File: src/rtl/gcd_pkg.sv
// ---------------------------------------------------------------------------
// gcd_pkg
// Shared definitions for the streaming GCD engine.
//
// Contents:
//   gcd_state_e    - controller state encoding (IDLE / CALC / DONE, 2 bits)
//   GCD_WIDTH_DEF  - default operand/result width
//   GCD_CNT_W_DEF  - default width of the optional CALC-cycle counter
//
// Optional feature macro used by the engine: GCD_CYCLE_COUNT_EN
// ---------------------------------------------------------------------------
package gcd_pkg;

   // Controller states. IDLE waits for operands, CALC runs one Euclid
   // subtraction step per clock, DONE holds the result until it is taken.
   typedef enum logic [1:0] {
      IDLE = 2'd0,
      CALC = 2'd1,
      DONE = 2'd2
   } gcd_state_e;

   localparam int GCD_WIDTH_DEF = 32;
   localparam int GCD_CNT_W_DEF = 32;

endpackage : gcd_pkg

File: src/rtl/gcd_step.sv
// ---------------------------------------------------------------------------
// gcd_step
// Combinational datapath for a single subtractive-Euclid step. Holds no
// state; the parent registers next_a/next_b or captures result.
//
// Ports:
//   a, b        in   WIDTH  current working operands
//   next_a      out  WIDTH  operand A after this step
//   next_b      out  WIDTH  operand B after this step
//   term        out  1      this step finishes the computation
//   result      out  WIDTH  GCD value, meaningful only when term=1
// ---------------------------------------------------------------------------
module gcd_step
   import gcd_pkg::*;
#(
   parameter int WIDTH = GCD_WIDTH_DEF
) (
   input  logic [WIDTH-1:0] a,
   input  logic [WIDTH-1:0] b,
   output logic [WIDTH-1:0] next_a,
   output logic [WIDTH-1:0] next_b,
   output logic             term,
   output logic [WIDTH-1:0] result
);

   // Decisions are checked in a fixed priority: a zero operand or equal
   // operands end the computation; otherwise the larger operand has the
   // smaller one subtracted from it, so the difference can never wrap.
   always_comb begin
      next_a = a;
      next_b = b;
      term   = 1'b0;
      result = a;
      if (a == '0) begin
         term   = 1'b1;
         result = b;
      end else if (b == '0) begin
         term   = 1'b1;
         result = a;
      end else if (a == b) begin
         term   = 1'b1;
         result = a;
      end else if (a > b) begin
         next_a = a - b;
      end else begin
         next_b = b - a;
      end
   end

endmodule : gcd_step

File: src/rtl/gcd_stream.sv
// ---------------------------------------------------------------------------
// gcd_stream
// Streaming GCD engine: accepts an operand pair over a valid/ready
// handshake, iterates subtractive Euclid one step per clock, and presents
// the result over a second valid/ready handshake, holding it under
// backpressure. One operation is in flight at a time.
//
// Optional feature: define GCD_CYCLE_COUNT_EN to add the out_cycles port,
// which reports how many CALC cycles the last operation took (saturating).
//
// Ports:
//   clk         in   1      clock, rising edge
//   rst         in   1      asynchronous active-high reset
//   in_valid    in   1      operand pair valid
//   in_ready    out  1      engine idle and able to accept operands
//   in_a        in   WIDTH  operand A (unsigned)
//   in_b        in   WIDTH  operand B (unsigned)
//   out_valid   out  1      result valid
//   out_ready   in   1      consumer takes the result
//   out_gcd     out  WIDTH  GCD result (left stale after hand-off)
//   out_cycles  out  CNT_W  CALC cycles used (GCD_CYCLE_COUNT_EN only)
// ---------------------------------------------------------------------------
module gcd_stream
   import gcd_pkg::*;
#(
   parameter int WIDTH = GCD_WIDTH_DEF,
   parameter int CNT_W = GCD_CNT_W_DEF
) (
   input  logic             clk,
   input  logic             rst,
   input  logic             in_valid,
   output logic             in_ready,
   input  logic [WIDTH-1:0] in_a,
   input  logic [WIDTH-1:0] in_b,
   output logic             out_valid,
   input  logic             out_ready,
`ifdef GCD_CYCLE_COUNT_EN
   output logic [WIDTH-1:0] out_gcd,
   output logic [CNT_W-1:0] out_cycles
`else
   output logic [WIDTH-1:0] out_gcd
`endif
);

   // Reject nonsensical parameterisations at elaboration time.
   if (WIDTH < 2 || CNT_W < 1) begin : gBadParams
      $error("gcd_stream: WIDTH must be >= 2 and CNT_W >= 1");
   end

   gcd_state_e       state_q;
   logic [WIDTH-1:0] tempA_q;
   logic [WIDTH-1:0] tempB_q;
   logic [WIDTH-1:0] gcd_q;
   logic             valid_q;

   logic [WIDTH-1:0] nextA_d;
   logic [WIDTH-1:0] nextB_d;
   logic             stepTerm;
   logic [WIDTH-1:0] stepResult;

   // One step datapath evaluates the current working pair every cycle;
   // the controller below decides whether to use its outputs.
   gcd_step #(
      .WIDTH (WIDTH)
   ) uStep (
      .a      (tempA_q),
      .b      (tempB_q),
      .next_a (nextA_d),
      .next_b (nextB_d),
      .term   (stepTerm),
      .result (stepResult)
   );

`ifdef GCD_CYCLE_COUNT_EN
   logic [CNT_W-1:0] cnt_q;
   logic [CNT_W-1:0] cycles_q;
   logic [CNT_W-1:0] cnt_d;

   // Running CALC-cycle count, stuck at all-ones once it saturates so a
   // very long operation never reports a small wrapped-around value.
   always_comb begin
      cnt_d = cnt_q;
      if (cnt_q != {CNT_W{1'b1}}) begin
         cnt_d = cnt_q + CNT_W'(1);
      end
   end

   assign out_cycles = cycles_q;
`endif

   // Handshake outputs: in_ready is a pure decode of the state so the
   // source sees it without extra delay; out_valid is its own register.
   assign in_ready  = (state_q == IDLE);
   assign out_valid = valid_q;
   assign out_gcd   = gcd_q;

   // Main controller. IDLE loads operands on a handshake, CALC either
   // advances the working pair or captures the result on the terminating
   // step, and DONE holds the result until the consumer takes it. The
   // result register is deliberately not cleared on hand-off.
   always_ff @(posedge clk or posedge rst) begin
      if (rst) begin
         state_q  <= IDLE;
         tempA_q  <= '0;
         tempB_q  <= '0;
         gcd_q    <= '0;
         valid_q  <= 1'b0;
`ifdef GCD_CYCLE_COUNT_EN
         cnt_q    <= '0;
         cycles_q <= '0;
`endif
      end else begin
         case (state_q)
            IDLE: begin
               if (in_valid) begin
                  tempA_q <= in_a;
                  tempB_q <= in_b;
                  state_q <= CALC;
`ifdef GCD_CYCLE_COUNT_EN
                  cnt_q   <= '0;
`endif
               end
            end
            CALC: begin
`ifdef GCD_CYCLE_COUNT_EN
               cnt_q <= cnt_d;
`endif
               if (stepTerm) begin
                  gcd_q    <= stepResult;
                  valid_q  <= 1'b1;
                  state_q  <= DONE;
`ifdef GCD_CYCLE_COUNT_EN
                  cycles_q <= cnt_d;
`endif
               end else begin
                  tempA_q <= nextA_d;
                  tempB_q <= nextB_d;
               end
            end
            DONE: begin
               if (out_ready) begin
                  valid_q <= 1'b0;
                  state_q <= IDLE;
               end
            end
            default: begin
               state_q <= IDLE;
               valid_q <= 1'b0;
            end
         endcase
      end
   end

endmodule : gcd_stream

File: config.mk
export PLATFORM = sky130hd
export DESIGN_NAME = gcd_stream
export DESIGN_NICKNAME = d
export VERILOG_FILES = /design/src/rtl/gcd_pkg.sv /design/src/rtl/gcd_step.sv /design/src/rtl/gcd_stream.sv
export SDC_FILE = /design/constraint.sdc
export NUM_CORES = 1
export LEC_CHECK = 0
export CORE_ASPECT_RATIO = 0.75
export CORE_UTILIZATION = 35
export CTS_BUF_LIST = sky130_fd_sc_hd__clkbuf_16
export CTS_CLUSTER_DIAMETER = 30
export DETAILED_ROUTE_END_ITERATION = 10
export PLACE_DENSITY = 0.58
export SLEW_MARGIN = 20
export SYNTH_ARGS = -nofsm -noshare
export SYNTH_HDL_FRONTEND = slang
export SYNTH_SLANG_ARGS = --single-unit
File: constraint.sdc
create_clock -name clk -period 4.77 [get_ports clk]
set_input_delay 1.1925 -clock clk [delete_from_list [all_inputs] [get_ports clk]]
set_output_delay 1.1925 -clock clk [all_outputs]
set_load 0.01 [all_outputs]
=== Yosys cells after proc, flatten, opt, wreduce, memory -nomap -nowiden ===
Cells that the tools add are included.

* Input port bits: 68
* Bits in writable memories: 0
* Bits in registers: 99
* Memories kept: 0
* ROM bits: 0
* Bits in latches: 0

* Shift-type cells: 0
* Reduce and logical (&&, ||, !) cells: 9
* Multiplexer cells: 25
* $mul: 0
* Equal/unequal tests: 12
* $add $sub $neg: 2
* Div/mod/pow operators: 0
* Bitwise gates (word level): 1
* $lt $le $gt $ge: 1

{| class="wikitable"
|+ Operators with widths
! cell !! number
|-
| 32-bit two-way mux || 13
|-
| 32-bit one-hot mux with 2 select lines || 2
|-
| 32-bit zero test || 2
|-
| 32-bit subtractor || 2
|-
| 32-bit == test || 1
|-
| 32-bit > comparator || 1
|-
| 2-bit != test (second input constant) || 8
|-
| 7-bit AND reduction || 2
|-
| 2-bit two-way mux || 3
|-
| 2-bit one-hot mux with 3 select lines || 1
|-
| 3-bit AND reduction || 2
|-
| 1-bit two-way mux || 5
|-
| 1-bit one-hot mux with 3 select lines || 1
|-
| 2-bit by 1-bit == test with 1-bit output (second input constant) || 1
|-
| 2-bit == test (second input constant) || 1
|-
| 2-bit zero test || 1
|-
| 2-bit by 1-bit != test with 1-bit output (second input constant) || 1
|-
| 2-bit AND reduction || 1
|-
| 2-bit nonzero test || 1
|-
| 1-bit inverter || 1
|}

=== Logic depth before layout (Yosys ltp) ===
Gate-level depths: netlist of the first run.

* Depth after elaboration: 7
* Depth in mapped cells: 13
* Mapped depth without buffers: 11

=== Hierarchy ===
Synthesis of the first run repeated with hierarchy kept, for this count alone.

* Cells, all modules: 967
* Area total of the unflattened synthesis: 9457.8 um^2

{| class="wikitable"
|+ Modules (own cells, without submodules)
! module !! seq. area each (um^2) !! area an instance (um^2) !! cells an instance !! instances
|-
| gcd_step || 0.0 || 4758.3 || 678 || 1
|-
| gcd_stream || 2477.4 || 4699.5 || 289 || 1
|}

=== Worst setup path before layout of the first run ===
OpenSTA, ideal clock, no wires.

* Path kind: reg-to-reg
* Start point: register tempA_q[0]
* End point: register tempB_q[26]
* Data required time: 4.644 ns
* Data arrival time: 2.681 ns
* Stages on the path, launching flop included: 12
* Clock period less this slack: 2.807 ns
* Setup slack: 1.963 ns
* Cells stage by stage: dfrtp_1 > inv_1 > ha_1 > fa_1 > nand2b_1 > a21oi_2 > o21ai_1 > a2111oi_2 > o21ai_2 > a41oi_4 > nor2_1 > a221o_1

* Longest elaborated chain between the ends: 7

{| class="wikitable"
|+ Ends and longest elaborated chain
! element !! line !! text
|-
| from (decl) || gcd_stream.sv:51 || <nowiki>logic [WIDTH-1:0] tempA_q;</nowiki>
|-
| from (signal assigned) || gcd_stream.sv:116 || <nowiki>tempA_q <= in_a;</nowiki>
|-
| from (signal assigned) || gcd_stream.sv:136 || <nowiki>tempA_q <= nextA_d;</nowiki>
|-
| 32-bit subtractor || gcd_step.sv:46 || <nowiki>next_b = b - a;</nowiki>
|-
| 32-bit two-way mux || gcd_step.sv:43 || <nowiki>end else if (a > b) begin</nowiki>
|-
| 32-bit two-way mux || gcd_step.sv:40 || <nowiki>end else if (a == b) begin</nowiki>
|-
| 32-bit two-way mux || gcd_step.sv:37 || <nowiki>end else if (b == '0) begin</nowiki>
|-
| 32-bit two-way mux || gcd_step.sv:34 || <nowiki>if (a == '0) begin</nowiki>
|-
| 32-bit two-way mux || gcd_stream.sv:128 || <nowiki>if (stepTerm) begin</nowiki>
|-
| 32-bit one-hot mux with 2 select lines || gcd_stream.sv:113 || <nowiki>case (state_q)</nowiki>
|-
| to (signal assigned) || gcd_stream.sv:117 || <nowiki>tempB_q <= in_b;</nowiki>
|-
| to (signal assigned) || gcd_stream.sv:137 || <nowiki>tempB_q <= nextB_d;</nowiki>
|-
| to (decl) || gcd_stream.sv:52 || <nowiki>logic [WIDTH-1:0] tempB_q;</nowiki>
|}

Several ways; a longest one is shown, not always the timed one. The select of a mux whose other input is x is not followed.
A chain may end at the register's enable or synchronous reset.

=== Worst setup path after layout of the first run ===
* Start point: register tempA_q[0]
* End point: register tempA_q[15]

* Longest elaborated chain between the ends: 7

{| class="wikitable"
|+ Ends and longest elaborated chain
! element !! line !! text
|-
| 32-bit subtractor || gcd_step.sv:44 || <nowiki>next_a = a - b;</nowiki>
|-
| 32-bit two-way mux || gcd_step.sv:43 ||
|-
| 32-bit two-way mux || gcd_step.sv:40 ||
|-
| 32-bit two-way mux || gcd_step.sv:37 ||
|-
| 32-bit two-way mux || gcd_step.sv:34 ||
|-
| 32-bit two-way mux || gcd_stream.sv:128 ||
|-
| 32-bit one-hot mux with 2 select lines || gcd_stream.sv:113 ||
|}

Several ways; a longest one is shown, not always the timed one. The select of a mux whose other input is x is not followed.

==> results.json, run 1 <==
{
  "status": "finished clean",
  "boundaryPins": 102,
  "arrival_ps": 4010,
  "syn-cell-area_mm2": 0.00820,
  "fmax_mhz": 268,
  "hold_buffers": 0,
  "place.detailed.hpwl_um": 20800,
  "clock_skew_ps": 9.69,
  "vias": 7930,
  "synthSimpleGateAreaFrac": 0.172,
  "hold_viol_final": 0,
  "cp_max_fo": 25,
  "synth_adder_area_share": 0.101,
  "synth_cell_types": 70,
  "met3_usage": 0.0397,
  "reg2reg_from": "tempA_q[0]",
  "worstPathCellList": "inv_1 > ha_1 > fa_1 > nand2b_1 > a21oi_2 > o21ai_1 > a2111oi_2 > o21ai_2 > a31oi_4 > buf_4 > nor2_1 > a31oi_1",
  "synth_edf_count": 0,
  "max_stage_delay_ps": 650,
  "synth_nets": 1183,
  "vias_per_cell": 5.61,
  "reg2reg_depth": 12,
  "synthCells": 1050,
  "h-tree-depth": 3,
  "min_to": "out_gcd[0]",
  "root_buffer": "clkbuf_16",
  "slew_violations": 0,
  "grt_pass1_vias": 7495,
  "ys.flop_type": "dfrtp_1",
  "numCtsBuffers": 9,
  "syn_avg_cell_area_um2": 7.81,
  "synth_compound_area_frac": 0.286,
  "crit_path_end_kind": "flip-flop",
  "synth_area_leader_cell": "dfrtp_1",
  "area_growth_pct": 18.7,
  "die_x_um": 179,
  "drtIter0Drc": 767,
  "tightest_slew_ps": 983,
  "required_ps": 5050,
  "track_usage": 0.239,
  "start_kind": "flip-flop",
  "cts_tree": "yes",
  "fp.coreArea_mm2": 0.0230,
  "grt_pass1_wl_um": 43900,
  "rsz0062_at_grt": "no",
  "seq_area_mm2": 0.00248,
  "cts_resized": 0,
  "muxShareOfSynthArea": 0.0214,
  "antennaDiodeCount": 0,
  "clock_latency_ps": 370,
  "drive_above_1_share": 0.0494,
  "antenna_found_initial": 0,
  "nNetsFinal": 1241,
  "grt_max_degree": 88,
  "post-cts-setup-buffers": 0,
  "drc": 0,
  "initial_core_util": 0.356,
  "rows": 48,
  "die_area_mm2": 0.0240,
  "drtAntennaViolNets": 0,
  "async_flop_share": 1.00,
  "slowest_stage": "a31oi_4",
  "multiInputGateArea_mm2": 0.00513,
  "maxCapViolations": 0,
  "synth_top_cell_area_share": 0.302,
  "ys_warn_count": 0,
  "met1_usage": 0.373,
  "chipHeight_um": 135,
  "clk_path_buf_depth": 2,
  "rrSetupSlack_ps": 1040,
  "post-place-ws_ps": 1080,
  "synth_top_family_by_area": "compound AO/OA/AOI/OAI gates",
  "busiest_layer": "met1",
  "port_buffers": 101,
  "worst_slack_ps": 1040,
  "whs_path_depth": 2,
  "drt-pass1-iter-count": 5,
  "slew_headroom": 0.344,
  "wl_per_cell_um": 19.7,
  "holdCritStartpoint": "out_gcd[0]",
  "timing.rr.end": "tempA_q[15]",
  "finalCritPeriodShare": 0.781,
  "path_clk_slew_ps": 80,
  "hold_path.class": "flip-flop to flip-flop",
  "yosys-top-cells-count": "a21oi_1 (130), nand2_1 (130), o21ai_0 (102)",
  "grt-ovfl-total": 0,
  "fin_setup_tns_ps": 0,
  "yosysSeqAreaShare": 0.302,
  "synth_xor_area_frac": 0.0427,
  "critical_path_class": "flip-flop to flip-flop",
  "setup_viol": 0,
  "cts_num_sinks": 99,
  "grt_use_met2": 0.340,
  "final.min_clock_period_ps": 3730,
  "yosys-top-cells-area": "dfrtp_1 (30%), ha_1 (9.6%), a21oi_1 (7.9%)",
  "nFillCells": 2367,
  "routed_wl_um": 27900,
  "gp_congestion": 0.972,
  "ys_ff_latch": 99
}
## cell type report
type / count / area share
Timing Repair Buffer: 112 / 0.114
Clock inverter: 7 / 0.0118
Inverter: 80 / 0.0311
Tap cell: 300 / 0.0386
Sequential cell: 99 / 0.255
Clock buffer: 9 / 0.0231
Multi-Input combinational cell: 806 / 0.527
## logic make-up after synthesis
family	Yosys count
buffers and inverters	145
XOR/XNOR	40
adder cells (fa/ha/maj)	65
AND/OR/NAND/NOR	307
multiplexers	17
AO/OA/AOI/OAI	377
flip-flops	99
## critical path: cells and delay by family, from the launching register on
| kind | cells | cell delay (ps) |
|---|---|---|
| fa+ha+maj | 2 | 610 |
| flops | 1 | 400 |
| compound gates | 6 | 1860 |
| buf+inv | 2 | 470 |
| simple gates | 2 | 280 |
## worst max path at each step
stage          startpoint     endpoint  slack, ps
2_1_floorplan         rst   out_gcd[0]        990
3_3_place_gp   tempA_q[0]  tempB_q[25]       1230
3_5_place_dp   tempA_q[0]  tempB_q[19]       1080
4_1_cts        tempA_q[0]  tempB_q[19]       1050
5_1_grt        tempA_q[0]  tempB_q[25]        800
6_report       tempA_q[0]  tempA_q[15]       1040
## cells in the final DEF, fill, tap and decap left out, types with 21 or more instances in the layout
cell and count:
a21o_1 21, a21oi_1 130, clkdlybuf4s50_1 101, ha_1 63
dfrtp_1 99, xnor2_1 30, nand2_1 129, inv_1 79
nor2_1 75, o21ai_0 102
## routing by layer
layer | part of all wire | vias to the layer above
met2 | 0.41 | 300
met3 | 0.069 | 24
li1 | - | 3828
met5 | 0 | -
met4 | 0.012 | 0
met1 | 0.51 | 3778
## stage by stage
step | instance area, um2 | utilization | cells | hold WS (ps)
4_1_cts | 9730 | 0.423 | 1413 | 486
2_1_floorplan | 8200 | - | 1050 | 485
3_5_place_dp | 9390 | 0.408 | 1397 | 470
3_3_place_gp | 9390 | 0.408 | 1397 | 465
5_1_grt | 9730 | 0.423 | 1413 | 511
6_report | 9730 | 0.423 | 1413 | 479
## state kept, by name (all words and copies together) (netlist names)
register	cells
tempB_q	32
state_q	2
tempA_q	32
out_valid	1
out_gcd	32
Power of run 1 is not shown: default switching activity piles up to over one toggle a cycle in this logic, so the estimate is an artifact.
==> run 2: changes to the inputs <==
--- a/config.mk
+++ b/config.mk
@@ -10,7 +10,7 @@
 export CTS_BUF_LIST = sky130_fd_sc_hd__clkbuf_16
 export CTS_CLUSTER_DIAMETER = 30
 export DETAILED_ROUTE_END_ITERATION = 10
-export PLACE_DENSITY = 0.58
+export PLACE_DENSITY = 0.6
 export SLEW_MARGIN = 20
 export SYNTH_ARGS = -nofsm -noshare
 export SYNTH_HDL_FRONTEND = slang
==> constraint.sdc (replaced) <==
create_clock -name clk -period 3.4 [get_ports clk]
set_input_delay 0.85 -clock clk [delete_from_list [all_inputs] [get_ports clk]]
set_output_delay 0.85 -clock clk [all_outputs]
set_load 0.01 [all_outputs]
==> run 2 against run 1 <==
  * First-iteration DRC count is 29% higher
  * Wire length is 4.7% higher
  * Worst hold slack better by 2.0 ps
  * Final cell count is 3.0% higher
  * Via count is 4.6% higher
  * Fmax is 18% higher
  * Sequential share of layout area is 1.1 points lower
  * Non-clock buffer count is 43 higher
  * Core utilization is 1.9 points higher
  * Register-to-register slack worse by 810 ps
  * Design area is 4.5% higher
  * Clock-buffer cell count stayed put
  * Critical path type unchanged
==> results.json, run 2 (synthesis results as in run 1) <==
{
  "clk_path_buf_depth": 2,
  "nNetsFinal": 1284,
  "clock_skew_ps": 13.0,
  "drtAntennaViolNets": 0,
  "fp.coreArea_mm2": 0.0230,
  "numCtsBuffers": 9,
  "worstPathCellList": "inv_1 > ha_1 > fa_1 > nand2b_1 > a21oi_2 > o21ai_0 > o31ai_1 > a21oi_1 > o41a_1 > a31oi_1",
  "hold_buffers": 0,
  "port_buffers": 101,
  "cts_num_sinks": 99,
  "tightest_slew_ps": 844,
  "crit_start": "tempA_q[0]",
  "die_area_mm2": 0.0240,
  "max_stage_delay_ps": 520,
  "chipHeight_um": 135,
  "status": "finished clean",
  "crit_path_end_kind": "flip-flop",
  "rows": 48,
  "cp_max_fo": 4,
  "cp_top_family": "compound AO/OA/AOI/OAI gates",
  "path_clk_slew_ps": 90,
  "reg2reg_depth": 10,
  "maxCapViolations": 0,
  "setup_viol": 0,
  "final_cell_mix": "a21oi_1 (130), nand2_1 (129), o21ai_0 (101), clkdlybuf4s50_1 (101), dfrtp_1 (99)",
  "track_usage": 0.243,
  "die_x_um": 179,
  "vias": 8298,
  "start_kind": "flip-flop",
  "critical_path_class": "flip-flop to flip-flop",
  "grt_pass1_wl_um": 44600,
  "slew_violations": 0,
  "critPathBufInv": 1,
  "clock_latency_ps": 370,
  "hold_viol_final": 0,
  "drc": 0,
  "routed_wl_um": 29200,
  "route.met2.wl_um": 11900,
  "grt-ovfl-total": 0,
  "place.detailed.hpwl_um": 21800,
  "antennaDiodeCount": 0,
  "cts_tree": "yes",
  "initial_core_util": 0.356,
  "h-tree-depth": 3,
  "wl_per_cell_um": 20.0,
  "finalCritPeriodShare": 0.933,
  "gp_congestion": 0.975,
  "path_depth": 10,
  "root_buffer": "clkbuf_16",
  "grt_max_degree": 54,
  "hold_path.class": "flip-flop to flip-flop",
  "required_ps": 3700,
  "drive_above_1_share": 0.0882,
  "boundaryPins": 102,
  "vias_per_cell": 5.70,
  "setup.worst_path.end": "tempA_q[26]",
  "rrSetupSlack_ps": 230,
  "grt_pass1_vias": 7865,
  "wl_met3_um": 2560,
  "drt-pass1-iter-count": 7,
  "arrival_ps": 3470,
  "area_growth_pct": 24.1,
  "highest_layer": "met4",
  "final_common_cell": "a21oi_1",
  "antenna_found_initial": 0,
  "fin_setup_tns_ps": 0,
  "fmax_mhz": 315,
  "final.min_clock_period_ps": 3170,
  "slew_headroom": 0.436,
  "met1_length_um": 14200,
  "timing.rr.end": "tempA_q[26]",
  "rsz0062_at_grt": "no",
  "reg2reg_from": "tempA_q[0]",
  "slowest_stage": "o31ai_1",
  "nFillCells": 2357,
  "drtIter0Drc": 993
}
## run 2: worst min-delay path by stage
stage | start | endpoint | cells past startpoint | slack [ps]
detailed placement | out_gcd[1] | out_gcd[1] | 2 | 470
CTS | out_gcd[31] | out_gcd[31] | 2 | 490
finish | out_gcd[31] | out_gcd[31] | 2 | 480
global placement | out_gcd[3] | out_gcd[3] | 2 | 460
global route | out_gcd[31] | out_gcd[31] | 2 | 510
floorplan | state_q[0] | state_q[1] | 1 | 490
## run 2: area by class of cell
cell class / instances / area (um2) / area share
multi-input combinational: 806 / 5150 / 0.506
sequential: 99 / 2480 / 0.244
timing repair buffer: 155 / 1570 / 0.154
tap: 300 / 375 / 0.0369
inverter: 80 / 304 / 0.0299
clock buffer: 9 / 225 / 0.0221
clock inverter: 7 / 72.6 / 0.00713
## run 2: routing by layer
layer,vias to the layer above,GRT usage
met5,-,0
met4,0,0.0546
met3,33,0.0507
met2,369,0.346
met1,3970,0.370
li1,3926,-
## run 2: worst reg2reg max path, stage by stage (launching register included)
cell and delay [ps]:
dfrtp_1 400, inv_1 70, ha_1 220, fa_1 390
nand2b_1 200, a21oi_2 180, o21ai_0 250, o31ai_1 520
a21oi_1 280, o41a_1 390, a31oi_1 180
## run 2: stage by stage
| step | cells | worst slack (ps) | area (um2) | utilization | hold WS [ps] |
|---|---|---|---|---|---|
| after detailed placement | 1432 | 212 | 9720 | 0.422 | 471 |
| after floorplan | 1050 | 593 | 8200 | - | 485 |
| after global placement | 1432 | 292 | 9720 | 0.422 | 462 |
| after CTS | 1448 | 182 | 10000 | 0.435 | 490 |
| final | 1456 | 228 | 10200 | 0.442 | 481 |
| after global routing | 1456 | 14.6 | 10200 | 0.442 | 508 |
## run 2: repair_timing
| item | in CTS | in global routing |
|---|---|---|
| resized for setup | 0 | 5 |
| buffers inserted | 0 | 5 |
| endpoints found under the setup margin | 0 | 19 |
Power of run 2 is left out for the same reason.
